[config.mk]
export PLATFORM = sky130hd
export DESIGN_NAME = id_ex_stage
export DESIGN_NICKNAME = d
export VERILOG_FILES = /design/src/rtl/id_ex_stage_pkg.sv /design/src/rtl/load_use_detect.sv /design/src/rtl/id_ex_stage.sv
export SDC_FILE = /design/constraint.sdc
export NUM_CORES = 1
export LEC_CHECK = 0
export BUFFER_PORTS_ARGS = -buffer_cell sky130_fd_sc_hd__clkbuf_2
export CORE_UTILIZATION = 25
export CTS_CLUSTER_DIAMETER = 30
export DETAILED_ROUTE_END_ITERATION = 6
export HOLD_SLACK_MARGIN = 0.12
export PLACE_DENSITY = 0.62
export SYNTH_ARGS = -nofsm -noshare
export SYNTH_HDL_FRONTEND = slang
export SYNTH_SLANG_ARGS = --single-unit
export TNS_END_PERCENT = 50
[constraint.sdc]
create_clock -name clk -period 6 [get_ports clk]
set_input_delay 0.6 -clock clk [delete_from_list [all_inputs] [get_ports clk]]
set_output_delay 0.6 -clock clk [all_outputs]
set_load 0.005 [all_outputs]
[src/rtl/id_ex_stage_pkg.sv]
// Shared opcode definitions for the ID/EX pipeline register.
// Holds the opcode constants, the NOP opcode used for bubbles, the register
// index width, and the per-edge action type for the ID/EX register.
package id_ex_stage_pkg;

  localparam int unsigned REG_IND_W = 5;
  localparam int unsigned OPCODE_W  = 12;

  localparam logic [OPCODE_W-1:0] NOP_OPCODE = 12'h000;
  localparam logic [OPCODE_W-1:0] OP_LW      = 12'h003;
  localparam logic [OPCODE_W-1:0] OP_ADDI    = 12'h013;
  localparam logic [OPCODE_W-1:0] OP_SW      = 12'h023;
  localparam logic [OPCODE_W-1:0] OP_ADD     = 12'h033;
  localparam logic [OPCODE_W-1:0] OP_JAL     = 12'h06F;

  // What the ID/EX register does on the next edge, after priority resolution.
  typedef enum logic [1:0] {
    ActLoad,
    ActHold,
    ActFlush,
    ActStall
  } reg_action_e;

endpackage

[src/rtl/load_use_detect.sv]
// Combinational load-use hazard detector.
// Ports:
//   ex_valid, ex_memread, ex_rd_ind : instruction currently in EX
//   id_rs1_ind, id_rs2_ind          : source indices of the instruction in ID
//   id_is_oper2_immed, id_memwrite  : decide whether ID actually reads rs2
//   load_use                        : ID depends on a load still in EX
module load_use_detect
  import id_ex_stage_pkg::*;
(
  input  logic                 ex_valid,
  input  logic                 ex_memread,
  input  logic [REG_IND_W-1:0] ex_rd_ind,
  input  logic [REG_IND_W-1:0] id_rs1_ind,
  input  logic [REG_IND_W-1:0] id_rs2_ind,
  input  logic                 id_is_oper2_immed,
  input  logic                 id_memwrite,
  output logic                 load_use
);

  logic uses_rs2;

  always_comb begin
    // Stores read rs2 as data even though operand 2 is the immediate.
    uses_rs2 = !id_is_oper2_immed || id_memwrite;
    load_use = ex_valid && ex_memread && (ex_rd_ind != '0) &&
               ((ex_rd_ind == id_rs1_ind) || (uses_rs2 && (ex_rd_ind == id_rs2_ind)));
  end

endmodule

[src/rtl/id_ex_stage.sv]
// ID/EX pipeline register with load-use stall generation.
// Ports:
//   clk, rst              : clock, synchronous active-high reset
//   ID_*                  : decoded instruction fields and control from ID
//   EX_flush              : squash the ID instruction (taken branch/jump)
//   hold                  : downstream freeze, register keeps its contents
//   EX_*, EX_valid        : registered fields and control seen by EX
//   PC_stall, IF_ID_stall : combinational load-use stall request
//   load_use_cnt          : saturating count of load-use bubbles inserted
// Edge priority: rst > EX_flush > hold > load_use > load.
module id_ex_stage
  import id_ex_stage_pkg::*;
#(
  parameter int unsigned DATA_W = 32,
  parameter int unsigned CNT_W  = 16
) (
  input  logic                 clk,
  input  logic                 rst,
  input  logic [OPCODE_W-1:0]  ID_opcode,
  input  logic [REG_IND_W-1:0] ID_rs1_ind,
  input  logic [REG_IND_W-1:0] ID_rs2_ind,
  input  logic [REG_IND_W-1:0] ID_rd_ind,
  input  logic [DATA_W-1:0]    ID_rs1,
  input  logic [DATA_W-1:0]    ID_rs2,
  input  logic [DATA_W-1:0]    ID_immed,
  input  logic [DATA_W-1:0]    ID_PC,
  input  logic                 ID_regwrite,
  input  logic                 ID_memread,
  input  logic                 ID_memwrite,
  input  logic                 ID_is_oper2_immed,
  input  logic                 ID_is_jal,
  input  logic                 EX_flush,
  input  logic                 hold,
  output logic [OPCODE_W-1:0]  EX_opcode,
  output logic [REG_IND_W-1:0] EX_rs1_ind,
  output logic [REG_IND_W-1:0] EX_rs2_ind,
  output logic [REG_IND_W-1:0] EX_rd_ind,
  output logic [DATA_W-1:0]    EX_rs1,
  output logic [DATA_W-1:0]    EX_rs2,
  output logic [DATA_W-1:0]    EX_immed,
  output logic [DATA_W-1:0]    EX_PC,
  output logic                 EX_regwrite,
  output logic                 EX_memread,
  output logic                 EX_memwrite,
  output logic                 EX_is_oper2_immed,
  output logic                 EX_is_jal,
  output logic                 EX_valid,
  output logic                 PC_stall,
  output logic                 IF_ID_stall,
  output logic [CNT_W-1:0]     load_use_cnt
);

  logic        load_use;
  reg_action_e action;

  load_use_detect u_load_use_detect (
    .ex_valid          (EX_valid),
    .ex_memread        (EX_memread),
    .ex_rd_ind         (EX_rd_ind),
    .id_rs1_ind        (ID_rs1_ind),
    .id_rs2_ind        (ID_rs2_ind),
    .id_is_oper2_immed (ID_is_oper2_immed),
    .id_memwrite       (ID_memwrite),
    .load_use          (load_use)
  );

  always_comb begin
    // EX state may be stale while rst is high; never request a stall then.
    PC_stall    = load_use && !rst;
    IF_ID_stall = load_use && !rst;

    if (EX_flush)      action = ActFlush;
    else if (hold)     action = ActHold;
    else if (load_use) action = ActStall;
    else               action = ActLoad;
  end

  always_ff @(posedge clk) begin
    if (rst) begin
      EX_opcode         <= NOP_OPCODE;
      EX_rs1_ind        <= '0;
      EX_rs2_ind        <= '0;
      EX_rd_ind         <= '0;
      EX_rs1            <= '0;
      EX_rs2            <= '0;
      EX_immed          <= '0;
      EX_PC             <= '0;
      EX_regwrite       <= 1'b0;
      EX_memread        <= 1'b0;
      EX_memwrite       <= 1'b0;
      EX_is_oper2_immed <= 1'b0;
      EX_is_jal         <= 1'b0;
      EX_valid          <= 1'b0;
      load_use_cnt      <= '0;
    end else begin
      unique case (action)
        ActFlush, ActStall: begin
          EX_opcode         <= NOP_OPCODE;
          EX_rs1_ind        <= '0;
          EX_rs2_ind        <= '0;
          EX_rd_ind         <= '0;
          EX_rs1            <= '0;
          EX_rs2            <= '0;
          EX_immed          <= '0;
          EX_PC             <= '0;
          EX_regwrite       <= 1'b0;
          EX_memread        <= 1'b0;
          EX_memwrite       <= 1'b0;
          EX_is_oper2_immed <= 1'b0;
          EX_is_jal         <= 1'b0;
          EX_valid          <= 1'b0;
        end
        ActHold: begin
        end
        ActLoad: begin
          EX_opcode         <= ID_opcode;
          EX_rs1_ind        <= ID_rs1_ind;
          EX_rs2_ind        <= ID_rs2_ind;
          EX_rd_ind         <= ID_rd_ind;
          EX_rs1            <= ID_rs1;
          EX_rs2            <= ID_rs2;
          EX_immed          <= ID_immed;
          EX_PC             <= ID_PC;
          EX_regwrite       <= ID_regwrite;
          EX_memread        <= ID_memread;
          EX_memwrite       <= ID_memwrite;
          EX_is_oper2_immed <= ID_is_oper2_immed;
          EX_is_jal         <= ID_is_jal;
          EX_valid          <= 1'b1;
        end
      endcase

      // Only load-use bubbles are counted; flush bubbles are not.
      if (action == ActStall && load_use_cnt != '1) begin
        load_use_cnt <= load_use_cnt + 1'b1;
      end
    end
  end

endmodule

**After elaboration in Yosys (flattened, before gate mapping)**

Cells that the tools add are included.

- Bits in registers: 177
- Input port bits: 164
- Output and inout bits: 179

- Add/sub/neg operators: 1
- Equal/unequal tests: 5
- Muxes and demuxes: 17
- Reduce and logical (&&, ||, !) cells: 14

Operator list:

| kind | number |
|---|---|
| 32-bit one-hot mux with 2 select lines | 4 |
| 5-bit one-hot mux with 2 select lines | 3 |
| 12-bit one-hot mux with 2 select lines | 1 |
| 16-bit by 1-bit adder with 16-bit output (second input constant) | 1 |
| 16-bit inequality test (second input constant) | 1 |
| 1-bit one-hot mux with 2 select lines | 6 |
| 5-bit equality test | 2 |
| 1-bit logical AND | 6 |
| 2-bit two-way mux | 3 |
| 5-bit nonzero test | 1 |
| 2-bit equality test (second input constant) | 2 |
| 1-bit zero test | 2 |
| 2-bit zero test | 1 |
| 1-bit logical OR | 2 |
| 2-bit nonzero test | 1 |
| 2-bit OR reduction | 1 |

**Longest topological paths before layout**

- Depth in word-level cells: 11
- Gate-level depth with buffers: 7
- Depth with buffers taken out: 6

**Modules after synthesis**

From an unflattened synthesis, not the netlist that was laid out.

- Cells, all modules: 657
- Area total of the unflattened synthesis: 6,261.0 um^2

By module, submodules not included:

| module | times used | cells an instance | area an instance (um^2) | sequential area each (um^2) |
|---|---|---|---|---|
| id_ex_stage | 1 | 639 | 6,120.9 | 3,543.4 |
| load_use_detect | 1 | 18 | 140.1 | 0.0 |

**Worst setup path after synthesis**

No wires, ideal clock.

- Kind: in2out
- From: input ID_rs1_ind[4]
- To: output PC_stall
- Data arrival time: 1.559 ns
- Data required time: 5.400 ns
- Setup slack: 3.841 ns
- Cell stages on the path: 6
- Path buffers: 1
- Cells stage by stage: xnor2_1 > nand3_1 > o22ai_1 > nand2_1 > nor2_1 > buf_4

- Word-level cells in the longest chain between the ends: 4

RTL lines:

| what | line | text |
|---|---|---|
| start: declaration | id_ex_stage.sv:20 | `input logic [REG_IND_W-1:0] ID_rs1_ind,` |
| 5-bit equality test | load_use_detect.sv:26 | `((ex_rd_ind == id_rs1_ind) \|\| (uses_rs2 && (ex_rd_ind == id_rs2_ind)));` |
| 1-bit logical OR | load_use_detect.sv:26 |  |
| 1-bit logical AND | load_use_detect.sv:25 | `load_use = ex_valid && ex_memread && (ex_rd_ind != '0) &&` |
| 1-bit logical AND | n/a |  |
| end: declaration | id_ex_stage.sv:48 | `output logic PC_stall,` |

No other way between the ends.

**Final worst setup path**

- From: register EX_rd_ind[1]
- To: register EX_immed[1]

- Word-level cells in the longest chain between the ends: 10
- Elaborated cells between the ends (all ways): 16

RTL lines:

| what | line | text |
|---|---|---|
| start: declaration | id_ex_stage.sv:37 | `output logic [REG_IND_W-1:0] EX_rd_ind,` |
| start signal: assignment | id_ex_stage.sv:119 | `EX_rd_ind <= ID_rd_ind;` |
| 5-bit equality test | load_use_detect.sv:26 |  |
| 1-bit logical AND | load_use_detect.sv:26 |  |
| 1-bit logical OR | load_use_detect.sv:26 |  |
| 1-bit logical AND * | load_use_detect.sv:25 |  |
| 2-bit two-way mux * | id_ex_stage.sv:74 | `else if (load_use) action = ActStall;` |
| 2-bit two-way mux * | id_ex_stage.sv:73 | `else if (hold) action = ActHold;` |
| 2-bit two-way mux * | id_ex_stage.sv:72 | `if (EX_flush) action = ActFlush;` |
| 2-bit equality test | id_ex_stage.sv:96 | `unique case (action)` |
| 2-bit OR reduction | id_ex_stage.sv:96 |  |
| 32-bit one-hot mux with 2 select lines / 2-bit nonzero test (equally long branches) | n/a |  |
| end signal: assignment | id_ex_stage.sv:122 | `EX_immed <= ID_immed;` |
| end: declaration | id_ex_stage.sv:40 | `output logic [DATA_W-1:0] EX_immed,` |

Every way passes the cells marked *; elsewhere a longest branch is shown, timed or not.
A chain may end at the register's enable or synchronous reset.

==> impl_results.md <==
- Synthesized area: 0.005849 sq mm
- Clock tree buffer depth: 2
- IR Drop Worst-Case VDD: 188.8 uV
- Floorplan core area: 0.02278 sq mm
- Power per cell area: 299.9 mW/mm^2
- Nets@finish: 984
- Die outline height: 155.0 microns
- Routed len/inst: 15.26 microns
- Count of instances resized after the clock tree is built: 0
- Final cycle utilization of the critical path: 0.4540
- Required time worst endpoint: around 6.4 ns
- Die area: 0.02401 sq mm
- Site row count: between 50 and 60
- Clock-pin transition on the worst setup and hold timing paths: about 0.080 ns
- Setup WS post-layout: 3.276 ns
- Clock sinks: 177
- Number of warnings issued by yosys: 0
- Clock Latency Late Sink: 0.42 ns
- Depth of the CTS H-tree: 4
- Ant diodes: 0
- Critical Path Source: EX_rd_ind[1]
- Initial standard-cell utilization of the core: 0.2568
- CP max-delay cell: sky130_fd_sc_hd__buf_4
- Clock root buffer master: sky130_fd_sc_hd__clkbuf_16
- Wire length of the first global-routing pass: ~26000 microns
- Leakage: 3.912 nW
- Type of the setup path with the least slack: reg -> reg
- Count of port buffers added during placement: 342
- Via count of the first global-routing pass: 4778
- Worst slack at placement: 3.255 ns
- Die outline width: 155.0 microns
- Synth cell types: 31
- Number of antenna violations at the first check in global routing: 0
- Grt ovf: 0
- Synthesis-to-layout area growth: 43.70%
- Instance count of the mapped netlist: slightly below 500
- Count of endpoints failing setup in the final report: 0
- Final weighted congestion in routability-driven placement: between 0.7 and 0.8
- Share of layout cells above drive strength 1: 0.4615
- Clock Skew: 0.01397 ns
- Max_slew headroom: 0.3630
- Hold Path Origin: ID_PC[25]
- Number of fill cells in the layout: 2313
- Number of hold buffers added after CTS: 0
- Slew Viols, Final: 0
- Number of vias in the routed layout: 5237
- Outcome: complete, no violations
- Endpoint type of the worst setup path: flop
- Max incr delay on CP: 0.73 ns
- Number of detailed-route iterations in the first pass: 4
- Largest net degree at the start of global routing: 87
- Ordered list of cells on the worst path: or3_1, o311a_1, a2111oi_4, buf_4, a22o_1
- Critical path's top delay family: compound AO/OA/AOI/OAI gates
- Final critical delay including setup and external delays: ~2.7 ns
- Placed wire-length estimate after detailed placement: approximately 12000 microns
- All-Layer GR Usage: 0.1383
- Antenna Violating Nets Remaining: 0
- Source of the worst register-to-register timing path: EX_rd_ind[1]
- Slew at the pin closest to its max-slew limit: 0.9555 ns
- Hold Vio Cnt, Final: 0
- Crit-path max FO: 86
- Number of design-rule violations left by the first detailed-router iteration: 255
- Number of top-level design ports: 343
- Post-route DRC: 0
- Post-CTS Setup Bufs: 0
- Worst min path class: in -> reg
- Vias per Instance: 4.574
- Critical Path Start Type: flop
- Sequential fraction of the synthesis area: 0.6058
- Unrepaired setup endpoints after global routing: no
- Total length of routed wires: 17480 microns
- Critical path buffer and inverter count: 1
- Max-cap viol count: 0
- Cts bufs inserted: 17
- Setup TNS after final layout: 0 ns
- Mean instance size in the synthesized netlist: 11.82 sq um
- Fmax: 367.1 MHz
- Post-synth net total: 660
- Clock tree from TritonCTS: done
- Crit path DAT: 3.08 ns
- Flip-flop and latch count after synthesis: 177
## final cells by class
| cell class | count | area, sq um | area share |
|---|---|---|---|
| Multi-Input combinational cell | 274 | 2128 | 0.2532 |
| Timing Repair Buffer | 346 | 1742 | 0.2072 |
| Inverter | 3 | 11.26 | 0.001340 |
| Tap cell | 313 | 391.6 | 0.04659 |
| Clock buffer | 18 | 429.2 | 0.05106 |
| Sequential cell | 177 | 3543 | 0.4216 |
| Clock inverter | 14 | 160.2 | 0.01905 |
## flip-flops by register name, indices dropped and copies added, names as in the netlist
register / cells
EX_is_oper2_immed: 1
EX_rs2_ind: 5
EX_immed: 32
EX_PC: 32
EX_regwrite: 1
EX_valid: 1
EX_opcode: 12
load_use_cnt: 16
EX_memread: 1
EX_memwrite: 1
EX_rs2: 32
EX_is_jal: 1
EX_rs1: 32
EX_rd_ind: 5
EX_rs1_ind: 5
## final timing paths
check                              endpoint  slack, ns  depth (start not counted)
worst max-delay path            EX_immed[1]       3.28                          5
worst min-delay path              EX_PC[25]       0.39                          2
worst max register to register  EX_immed[1]       3.28                          5
worst min register to register   EX_rs2[18]       0.47                          1
## per-stage QoR
stage	total power, mW	std cells	util	instance area (sq um)	hold slack (ns)
6_report	2.521	1145	0.3690	8406	0.3923
5_1_grt	2.625	1145	0.3690	8406	0.3612
4_1_cts	2.559	1145	0.3690	8406	0.3612
3_5_place_dp	1.435	1113	0.3431	7816	0.4540
3_3_place_gp	1.433	1113	0.3431	7816	0.4544
2_1_floorplan	1.326	495	-	5849	0.4660
## synth_stat cells
cell,number,area [sq um]
sky130_fd_sc_hd__dfxtp_1,177,3543
sky130_fd_sc_hd__a22o_1,160,1401
sky130_fd_sc_hd__clkbuf_1,29,108.9
sky130_fd_sc_hd__nand3_1,12,60.06
sky130_fd_sc_hd__a21oi_1,11,55.05
sky130_fd_sc_hd__buf_2,11,55.05
sky130_fd_sc_hd__nor2_1,11,41.29
sky130_fd_sc_hd__xnor2_1,10,87.58
sky130_fd_sc_hd__nand2_1,9,33.78
sky130_fd_sc_hd__o21ai_0,8,40.04
sky130_fd_sc_hd__nand4_1,7,43.79
sky130_fd_sc_hd__or3_1,7,43.79
sky130_fd_sc_hd__nor3_1,5,25.02
sky130_fd_sc_hd__or4_1,5,37.54
sky130_fd_sc_hd__mux2_2,4,45.04
sky130_fd_sc_hd__nor2b_1,4,25.02
sky130_fd_sc_hd__nor4_1,4,25.02
sky130_fd_sc_hd__inv_1,3,11.26
sky130_fd_sc_hd__o31ai_1,3,22.52
sky130_fd_sc_hd__a31oi_1,2,12.51
sky130_fd_sc_hd__and3_1,2,12.51
sky130_fd_sc_hd__o41ai_1,2,17.52
sky130_fd_sc_hd__a2111oi_4,1,27.53
sky130_fd_sc_hd__buf_4,1,7.510
sky130_fd_sc_hd__ha_1,1,12.51
sky130_fd_sc_hd__nor4bb_1,1,10.01
sky130_fd_sc_hd__o22a_1,1,8.760
sky130_fd_sc_hd__o22ai_1,1,6.260
sky130_fd_sc_hd__o311a_1,1,10.01
sky130_fd_sc_hd__o31a_1,1,8.760
sky130_fd_sc_hd__or4b_2,1,10.01
## layout by cell type, fill, tap and decap left out
cell                         netlist  final
sky130_fd_sc_hd__clkbuf_2          0    342
sky130_fd_sc_hd__dfxtp_1         177    177
sky130_fd_sc_hd__a22o_1          160    160
sky130_fd_sc_hd__clkbuf_16         0     17
sky130_fd_sc_hd__nand3_1          12     12
sky130_fd_sc_hd__nor2_1           11     11
sky130_fd_sc_hd__a21oi_1          11     11
sky130_fd_sc_hd__xnor2_1          10     10
sky130_fd_sc_hd__nand2_1           9      9
sky130_fd_sc_hd__o21ai_0           8      8
sky130_fd_sc_hd__nand4_1           7      7
sky130_fd_sc_hd__or3_1             7      7
sky130_fd_sc_hd__or4_1             5      5
sky130_fd_sc_hd__nor4_1            4      4
sky130_fd_sc_hd__nor2b_1           4      4
sky130_fd_sc_hd__nor3_1            5      4
sky130_fd_sc_hd__mux2_2            4      4
sky130_fd_sc_hd__clkinv_4          0      4
sky130_fd_sc_hd__inv_8             0      4
sky130_fd_sc_hd__buf_4             1      4
sky130_fd_sc_hd__inv_1             3      3
sky130_fd_sc_hd__o31ai_1           3      3
sky130_fd_sc_hd__inv_6             0      3
sky130_fd_sc_hd__a31oi_1           2      2
sky130_fd_sc_hd__and3_1            2      2
sky130_fd_sc_hd__o41ai_1           2      2
sky130_fd_sc_hd__o22ai_1           1      1
sky130_fd_sc_hd__o311a_1           1      1
sky130_fd_sc_hd__a2111oi_4         1      1
sky130_fd_sc_hd__nor3_2            0      1
sky130_fd_sc_hd__o22a_1            1      1
sky130_fd_sc_hd__nor4bb_1          1      1
sky130_fd_sc_hd__o31a_1            1      1
sky130_fd_sc_hd__or4b_2            1      1
sky130_fd_sc_hd__ha_1              1      1
sky130_fd_sc_hd__bufinv_16         0      1
sky130_fd_sc_hd__clkinvlp_4        0      1
sky130_fd_sc_hd__clkbuf_1         29      1
sky130_fd_sc_hd__clkinv_8          0      1
## power by group
| part | switching [mW] | internal [mW] |
|---|---|---|
| registers | 0.0216 | 1.21 |
| clock network | 0.519 | 0.595 |
| logic | 0.0810 | 0.0943 |
## worst reg2reg max path: cells and delay by family, from the launching register on
| kind | cells | cell delay [ns] |
|---|---|---|
| AO/OA/AOI/OAI | 3 | 1.15 |
| buffers and inverters | 1 | 0.73 |
| flip-flops | 1 | 0.38 |
| AND/OR/NAND/NOR | 1 | 0.41 |
## layer usage
layer / vias up / wire length, microns / global-route usage
met4: 0 / 312 / 0.04573
li1: 2564 / - / -
met3: 17 / 1013 / 0.03677
met5: - / 0 / 0
met1: 2450 / 7825 / 0.1779
met2: 206 / 8325 / 0.2237
## cell families (layout without fill, tap and decap cells)
kind of cell | after synthesis | after routing | synth area share
AOI/OAI and AO/OA | 191 | 191 | 0.2753
DFF | 177 | 177 | 0.6058
and+or+nand+nor | 68 | 68 | 0.06289
buffers and inverters | 44 | 381 | 0.03123
xor gates and xnor gates | 10 | 10 | 0.01497
muxes | 4 | 4 | 0.007700
adders and majority gates | 1 | 1 | 0.002139
Power figures use the tool's default switching activity.
